===== config.mk =====
export PLATFORM = sky130hd
export DESIGN_NAME = chol_seq_flat
export DESIGN_NICKNAME = d
export VERILOG_FILES = /design/src/rtl/chol_seq_pkg.sv /design/src/rtl/chol_seq_if.sv /design/src/rtl/chol_seq_step_timer.sv /design/src/rtl/chol_seq.sv /design/src/flat_wrapper.sv
export SDC_FILE = /design/constraint.sdc
export NUM_CORES = 2
export LEC_CHECK = 0
export BUFFER_PORTS_ARGS = -buffer_cell sky130_fd_sc_hd__buf_2
export CORE_AREA = 2 2 464 466
export DETAILED_ROUTE_END_ITERATION = 8
export DIE_AREA = 0 0 466 468
export GPL_TIMING_DRIVEN = 0
export PLACE_DENSITY = 0.41
export RECOVER_POWER = 25
export SLEW_MARGIN = 20
export SYNTH_ARGS = -nofsm -noshare
export SYNTH_HDL_FRONTEND = slang
export SYNTH_SLANG_ARGS = --single-unit

===== constraint.sdc =====
create_clock -name clk -period 5.1 [get_ports clk]
set_input_delay 0.255 -clock clk [delete_from_list [all_inputs] [get_ports clk]]
set_output_delay 0.255 -clock clk [all_outputs]
set_load 0.02 [all_outputs]

===== src/rtl/chol_seq_pkg.sv =====
// Shared constants and types for the Cholesky load/sequence/unload controller.
package chol_pkg;
  localparam int N     = 6;
  localparam int W     = 16;
  localparam int IDX_W = $clog2(N*N);
  localparam int RC_W  = $clog2(N);

  localparam logic [1:0] MODE_IDLE = 2'd0;
  localparam logic [1:0] MODE_SQRT = 2'd1;
  localparam logic [1:0] MODE_DIV  = 2'd2;
  localparam logic [1:0] MODE_UPD  = 2'd3;

  typedef enum logic [2:0] {
    ST_LOAD,
    ST_SQRT,
    ST_DIV,
    ST_UPD,
    ST_DRAIN
  } chol_state_t;

  typedef logic [N*N-1:0][W-1:0] mat_t;

  function automatic logic [IDX_W-1:0] flat_idx(input logic [RC_W-1:0] r,
                                                input logic [RC_W-1:0] c);
    return IDX_W'(r) * IDX_W'(N) + IDX_W'(c);
  endfunction
endpackage


===== src/rtl/chol_seq_if.sv =====
// Word-stream handshake bundle: matrix in, factor out. master = environment, slave = chol_seq.
interface chol_seq_if;
  import chol_pkg::*;

  logic         in_valid;
  logic         in_ready;
  logic [W-1:0] in_data;
  logic         out_valid;
  logic         out_ready;
  logic [W-1:0] out_data;
  logic         out_last;

  modport master (
    output in_valid, in_data, out_ready,
    input  in_ready, out_valid, out_data, out_last
  );

  modport slave (
    input  in_valid, in_data, out_ready,
    output in_ready, out_valid, out_data, out_last
  );
endinterface


===== src/rtl/chol_seq_step_timer.sv =====
// Loadable down-counter timing the sqrt/update dwell; expire is a decode of the count, no latency.
// No backpressure: load wins over count, count holds at zero.
module chol_step_timer #(
  parameter int CW = 8
) (
  input  logic          clk,
  input  logic          reset,
  input  logic          load,
  input  logic [CW-1:0] load_val,
  input  logic          count,
  output logic          expire
);
  logic [CW-1:0] cnt;

  always_ff @(posedge clk) begin
    if (reset) begin
      cnt <= '0;
    end else if (load) begin
      cnt <= load_val;
    end else if (count && (cnt != '0)) begin
      cnt <= cnt - CW'(1);
    end
  end

  assign expire = (cnt == '0);
endmodule


===== src/rtl/chol_seq.sv =====
// Loads a 6x6 matrix, sequences the Cholesky datapath per column, drains the factor; all outputs registered.
// out_valid/out_data hold under out_ready=0; CHOL_SEQ_FULL_OUT_EN drains all 36 words (upper zeroed).
module chol_seq
  import chol_pkg::*;
#(
  parameter int SQRT_LAT = 8,
  parameter int UPD_CYC  = 4
) (
  input  logic             clk,
  input  logic             reset,
  chol_seq_if.slave        io,
  output logic             busy,
  output logic [1:0]       mode,
  output logic [RC_W-1:0]  column,
  output mat_t             a,
  input  mat_t             lt
);
  localparam int               TW       = 8;
  localparam logic [RC_W-1:0]  LAST_RC  = RC_W'(N-1);
  localparam logic [RC_W-1:0]  RC_ONE   = RC_W'(1);
  localparam logic [IDX_W-1:0] LAST_IDX = IDX_W'(N*N-1);

  chol_state_t      state;
  logic [IDX_W-1:0] idx;
  logic [RC_W-1:0]  row, col;
  logic             rdy_q, ov_q, ol_q;
  logic [W-1:0]     od_q;

  logic             t_load, t_count, t_expire;
  logic [TW-1:0]    t_val;

  logic [RC_W-1:0]  nxt_r, nxt_c;
  logic             nxt_last;
  logic [W-1:0]     nxt_dat;

  // Reset gates in_ready directly so nothing is accepted while reset is held.
  assign io.in_ready  = rdy_q & ~reset;
  assign io.out_valid = ov_q;
  assign io.out_data  = od_q;
  assign io.out_last  = ol_q;

  always_comb begin
    t_load = 1'b0;
    t_val  = TW'(SQRT_LAT-1);
    case (state)
      ST_LOAD: t_load = io.in_valid && (idx == LAST_IDX);
      ST_DIV: begin
        t_load = (column != LAST_RC);
        t_val  = TW'(UPD_CYC-1);
      end
      ST_UPD:  t_load = t_expire;
      default: t_load = 1'b0;
    endcase
  end

  assign t_count = (state == ST_SQRT) || (state == ST_UPD);

  chol_step_timer #(.CW(TW)) u_timer (
    .clk      (clk),
    .reset    (reset),
    .load     (t_load),
    .load_val (t_val),
    .count    (t_count),
    .expire   (t_expire)
  );

  // Next drain position; the word is pre-registered so a stall never changes out_data.
  always_comb begin
    nxt_r = row;
    nxt_c = col + RC_ONE;
`ifdef CHOL_SEQ_FULL_OUT_EN
    if (col == LAST_RC) begin
      nxt_r = row + RC_ONE;
      nxt_c = '0;
    end
`else
    if (col == row) begin
      nxt_r = row + RC_ONE;
      nxt_c = '0;
    end
`endif
    nxt_last = (nxt_r == LAST_RC) && (nxt_c == LAST_RC);
    nxt_dat  = lt[flat_idx(nxt_r, nxt_c)];
`ifdef CHOL_SEQ_FULL_OUT_EN
    if (nxt_c > nxt_r) nxt_dat = '0;
`endif
  end

  always_ff @(posedge clk) begin
    if (reset) begin
      state  <= ST_LOAD;
      rdy_q  <= 1'b1;
      mode   <= MODE_IDLE;
      column <= '0;
      busy   <= 1'b0;
      a      <= '0;
      idx    <= '0;
      row    <= '0;
      col    <= '0;
      ov_q   <= 1'b0;
      od_q   <= '0;
      ol_q   <= 1'b0;
    end else begin
      case (state)
        ST_LOAD: begin
          if (io.in_valid) begin
            a[idx] <= io.in_data;
            if (idx == LAST_IDX) begin
              idx    <= '0;
              rdy_q  <= 1'b0;
              state  <= ST_SQRT;
              mode   <= MODE_SQRT;
              busy   <= 1'b1;
              column <= '0;
            end else begin
              idx <= idx + IDX_W'(1);
            end
          end
        end
        ST_SQRT: begin
          if (t_expire) begin
            state <= ST_DIV;
            mode  <= MODE_DIV;
          end
        end
        ST_DIV: begin
          if (column != LAST_RC) begin
            state <= ST_UPD;
            mode  <= MODE_UPD;
          end else begin
            state <= ST_DRAIN;
            mode  <= MODE_IDLE;
            busy  <= 1'b0;
            ov_q  <= 1'b1;
            od_q  <= lt[0];
            ol_q  <= 1'b0;
            row   <= '0;
            col   <= '0;
          end
        end
        ST_UPD: begin
          if (t_expire) begin
            state  <= ST_SQRT;
            mode   <= MODE_SQRT;
            column <= column + RC_ONE;
          end
        end
        ST_DRAIN: begin
          if (io.out_ready) begin
            if (ol_q) begin
              ov_q   <= 1'b0;
              ol_q   <= 1'b0;
              od_q   <= '0;
              row    <= '0;
              col    <= '0;
              column <= '0;
              rdy_q  <= 1'b1;
              state  <= ST_LOAD;
            end else begin
              row  <= nxt_r;
              col  <= nxt_c;
              od_q <= nxt_dat;
              ol_q <= nxt_last;
            end
          end
        end
        default: state <= ST_LOAD;
      endcase
    end
  end
endmodule

===== src/flat_wrapper.sv =====
// flat-port wrapper written by rule: the top's interface ports become plain ports
module chol_seq_flat import chol_pkg::*;
#(
  parameter int SQRT_LAT = 8,
  parameter int UPD_CYC  = 4
)
  (clk, reset, busy, mode, column, a, lt, io_in_valid, io_in_data, io_out_ready, io_in_ready, io_out_valid, io_out_data, io_out_last);
  chol_seq_if io_i ();
  input  logic clk;
  input  logic reset;
  output logic busy;
  output logic [1:0] mode;
  output logic [RC_W-1:0] column;
  output mat_t a;
  input  mat_t lt;
  input wire logic [$bits(io_i.in_valid)-1:0] io_in_valid;
  input wire logic [$bits(io_i.in_data)-1:0] io_in_data;
  input wire logic [$bits(io_i.out_ready)-1:0] io_out_ready;
  output wire logic [$bits(io_i.in_ready)-1:0] io_in_ready;
  output wire logic [$bits(io_i.out_valid)-1:0] io_out_valid;
  output wire logic [$bits(io_i.out_data)-1:0] io_out_data;
  output wire logic [$bits(io_i.out_last)-1:0] io_out_last;
  assign io_i.in_valid = io_in_valid;
  assign io_i.in_data = io_in_data;
  assign io_i.out_ready = io_out_ready;
  assign io_in_ready = io_i.in_ready;
  assign io_out_valid = io_i.out_valid;
  assign io_out_data = io_i.out_data;
  assign io_out_last = io_i.out_last;
  chol_seq #(.SQRT_LAT(SQRT_LAT), .UPD_CYC(UPD_CYC)) u_core (.clk(clk), .reset(reset), .io(io_i), .busy(busy), .mode(mode), .column(column), .a(a), .lt(lt));
endmodule

==> impl_metrics.csv <==
group,metric,value,unit
placed_design,dp_cells,7945,
synth,ys_seq_area_share,43.3,%
global_routing,gr-total-overflow,0,
synth,yosys_register_bits,624,
synth,yosys.area_share.xor_xnor,0.867,%
die,start_util,13.5,%
clock_tree,htreeDepth,3,
synth,ys.flop_type,"dfxtp_1",
route,wl_per_cell,28.6,um
route,drtAntennaViolNets,0,
route,route.vias.total,34950,
die,coreArea,0.213,sq mm
sta,slew_viol_final,0,
synth,synth_top_area_cell,"dfxtp_1",
route,routed_wl,233000,um
die,ios,1197,
synth,syn_avg_cell_area,7.36,sq um
clock_tree,cts_buffers,79,
setup_path,cp_max_fo,10,
sta,fmaxAchievable,195,MHz
sta,hold_viol_final,0,
sta,period_needed,5130,ps
setup_path,cpPeakStageDelay,890,ps
global_routing,grt_use_total,20.3,%
sta,whs,69.9,ps
setup_path,critPathMostFrequentCell,"inv_1",
sta,slew_headroom,18.3,%
placed_design,port_buffers,1179,
setup_path,crit_chain,"xor2_4, buf_4, nor3_4, a21o_1, inv_1, ha_1, inv_1, fa_2, clkbuf_4, nand2_2, clkbuf_2, o221ai_1, o211ai_1, a41oi_2",
finish,layout-drive-gt1-share,22.4,%
route,via_per_inst,4.29,
synth,synthAdderAreaFrac,0.659,%
sta,rsz0062_at_grt,"false",
finish,final_common_cell,"nand2_1",
synth,synth_enable_flop_cells,0,
synth,synth_warnings,0,
synth,synth.area.top_cells,"dfxtp_1 43%, nand2_1 19%, a21oi_1 12%",
setup_path,endpoint_kind,"flop",
placed_design,gp_congestion,0.958,
finish,stdcell_count,8152,
finish,final_cell_mix,"1,441 x nand2_1, 901 x buf_2, 685 x a21oi_1, 621 x dfxtp_1, 571 x clkbuf_1",
route,drc,0,
sta,worstMarginPinSlew,1220,ps
clock_tree,clkTransAtPathRegs,60,ps
synth,synth_cell_types,72,
hold_path,min_path_type,"in2reg",
die,die_h,468,um
clock_tree,tritoncts,"done",
global_routing,grt_pass1_wl,303000,um
global_routing,antenna_found_initial,77,
synth,async_reset_ff_share,0,%
die,die_x,466,um
pwr,power_leakage,15.5,nW
synth,synth_compound_area_share,19.6,%
sta,finalClockSkew,35.1,ps
sta,period_share,100,%
global_routing,grt_max_degree,13,
die,rows,170,
synth,syn_nets,4530,
placed_design,dpl.hpwl,192000,um
synth,synthesis.instances,3920,
synth,yosys.area_share.simple,25.6,%
clock_tree,clock_sinks,624,
pwr,irDropWorstVdd,0.225,mV
setup_path,start_kind,"flop",
clock_tree,cts_root_buf,"clkbuf_16",
finish,fin_nets,5818,
setup_path,critical_path_required,5620,ps
sta,fin_ws,-25.5,ps
die,dieArea,0.218,sq mm
clock_tree,cts_buffer_depth,3,
setup_path,crit_slowest_cell,"o211ai_1",
global_routing,grt_pass1_vias,33940,
clock_tree,clock_latency,690,ps
run,maxCapViolCount,0,
synth,synth_top_family_by_area,"simple AND/OR/NAND/NOR gates",
sta,setup_viol,2,
route,drtIter0Drc,2605,
pwr,p_per_area,288,mW/mm^2
setup_path,cp.arrival,5650,ps
synth,synth_area,0.0289,sq mm
finish,syn_to_final_growth,42.9,%
run_status,failed_checks,"negative setup slack",
synth,synth.top_cell.area_share,43.3,%
route,dr.pass1.iters,6,
setup_path,path_class,"reg2reg",
setup_path,r2r_slack,-30,ps
synth,yosys-mux-area-fraction,5.22,%
run_status,status,"finished, violations left",
worst max-delay path, delay by kind of cell (launching register included):
| kind | cells | cell delay [ps] |
|---|---|---|
| compound gates | 4 | 1560 |
| xor+xnor | 1 | 350 |
| fa+ha+maj | 2 | 770 |
| buf+inv | 5 | 1360 |
| flops | 1 | 440 |
| simple gates | 2 | 460 |
metrics by stage:
stage | worst slack, ps | TNS [ps] | area [sq um] | power (mW) | utilization, %
floorplan | 634 | 0 | 28900 | 5.56 | -
global placement | -3490 | -38210 | 38300 | 6.32 | 18.0
detailed placement | -2290 | -26370 | 38500 | 6.33 | 18.0
CTS | 4.53 | 0 | 41400 | 12.0 | 19.4
global route | 8.60 | 0 | 41200 | 12.3 | 19.3
finish | -25.5 | -38.9 | 41200 | 11.9 | 19.3
per-layer routing:
metal / routed length, um / vias up / global-route usage (%)
met1: 81800 / 16816 / 20.4
met4: 19300 / 2 / 15.4
met2: 120000 / 1684 / 37.3
li1: - / 15958 / -
met3: 12700 / 490 / 3.46
met5: 11 / - / 0
worst paths after layout:
kind	to	start	cells past startpoint
worst max-delay path	u_core.io.out_data[8]	u_core.col[1]	14
worst min-delay path	u_core.io.out_data[10]	lt[58]	5
worst max register to register	u_core.io.out_data[8]	u_core.col[1]	14
worst min register to register	u_core.a[136]	u_core.a[136]	2
logic make-up after synthesis:
logic type | after synthesis
compound gates | 970
xor+xnor | 26
fa+ha+maj | 14
buf+inv | 352
flops | 624
mux | 129
simple gates | 1805
Yosys cell counts (14+ instances only):
master and count:
nor2_1 101, clkbuf_1 305, nor3_1 37, nand3_1 65, mux4_2 16, o21ai_0 33, a31oi_1 35, o221ai_1 24
a21o_1 21, nor3b_1 15, buf_2 24, a21oi_1 690, a32oi_1 15, nand4_1 30, nand2_1 1445, dfxtp_1 624
and2_1 24, mux2i_1 102, nand2b_1 14, and3_1 32, a22o_1 16
final cells by class:
cell class	count	area, sq um
Multi-Input combinational cell	2944	15200
Antenna cell	54	135
Clock inverter	27	320
Fill cell	24649	172000
Clock buffer	106	2230
Buffer	338	1420
Timing Repair Buffer	1210	5830
Tap cell	2838	3550
Sequential cell	624	12500
Inverter	11	41.3
power by group:
part	internal [mW]	switching, mW
sequential	4.93	0.0393
clock	3.23	2.41
combinational	0.382	0.867
total	8.54	3.32
what timing repair did:
item / CTS / global route
setup endpoints to repair: 16 / 12
setup buffers: 7 / 1
resized for setup: 64 / 24
hold buffers: 15 / 0
endpoints found under the hold margin: 13 / 0
pin swaps: 7 / 4
registers in the layout, indices dropped and copies added (netlist names):
register	cells
u_core.column	3
u_core.state	3
u_core.busy	1
u_core.a	576
u_core.col	3
u_core.io.out_valid	1
u_core.io.out_last	1
u_core.row	3
u_core.io.out_data	16
u_core.mode	2
u_core.idx	6
u_core.rdy_q	1
u_core.u_timer.cnt	8
(Power assumes the default switching activity.)
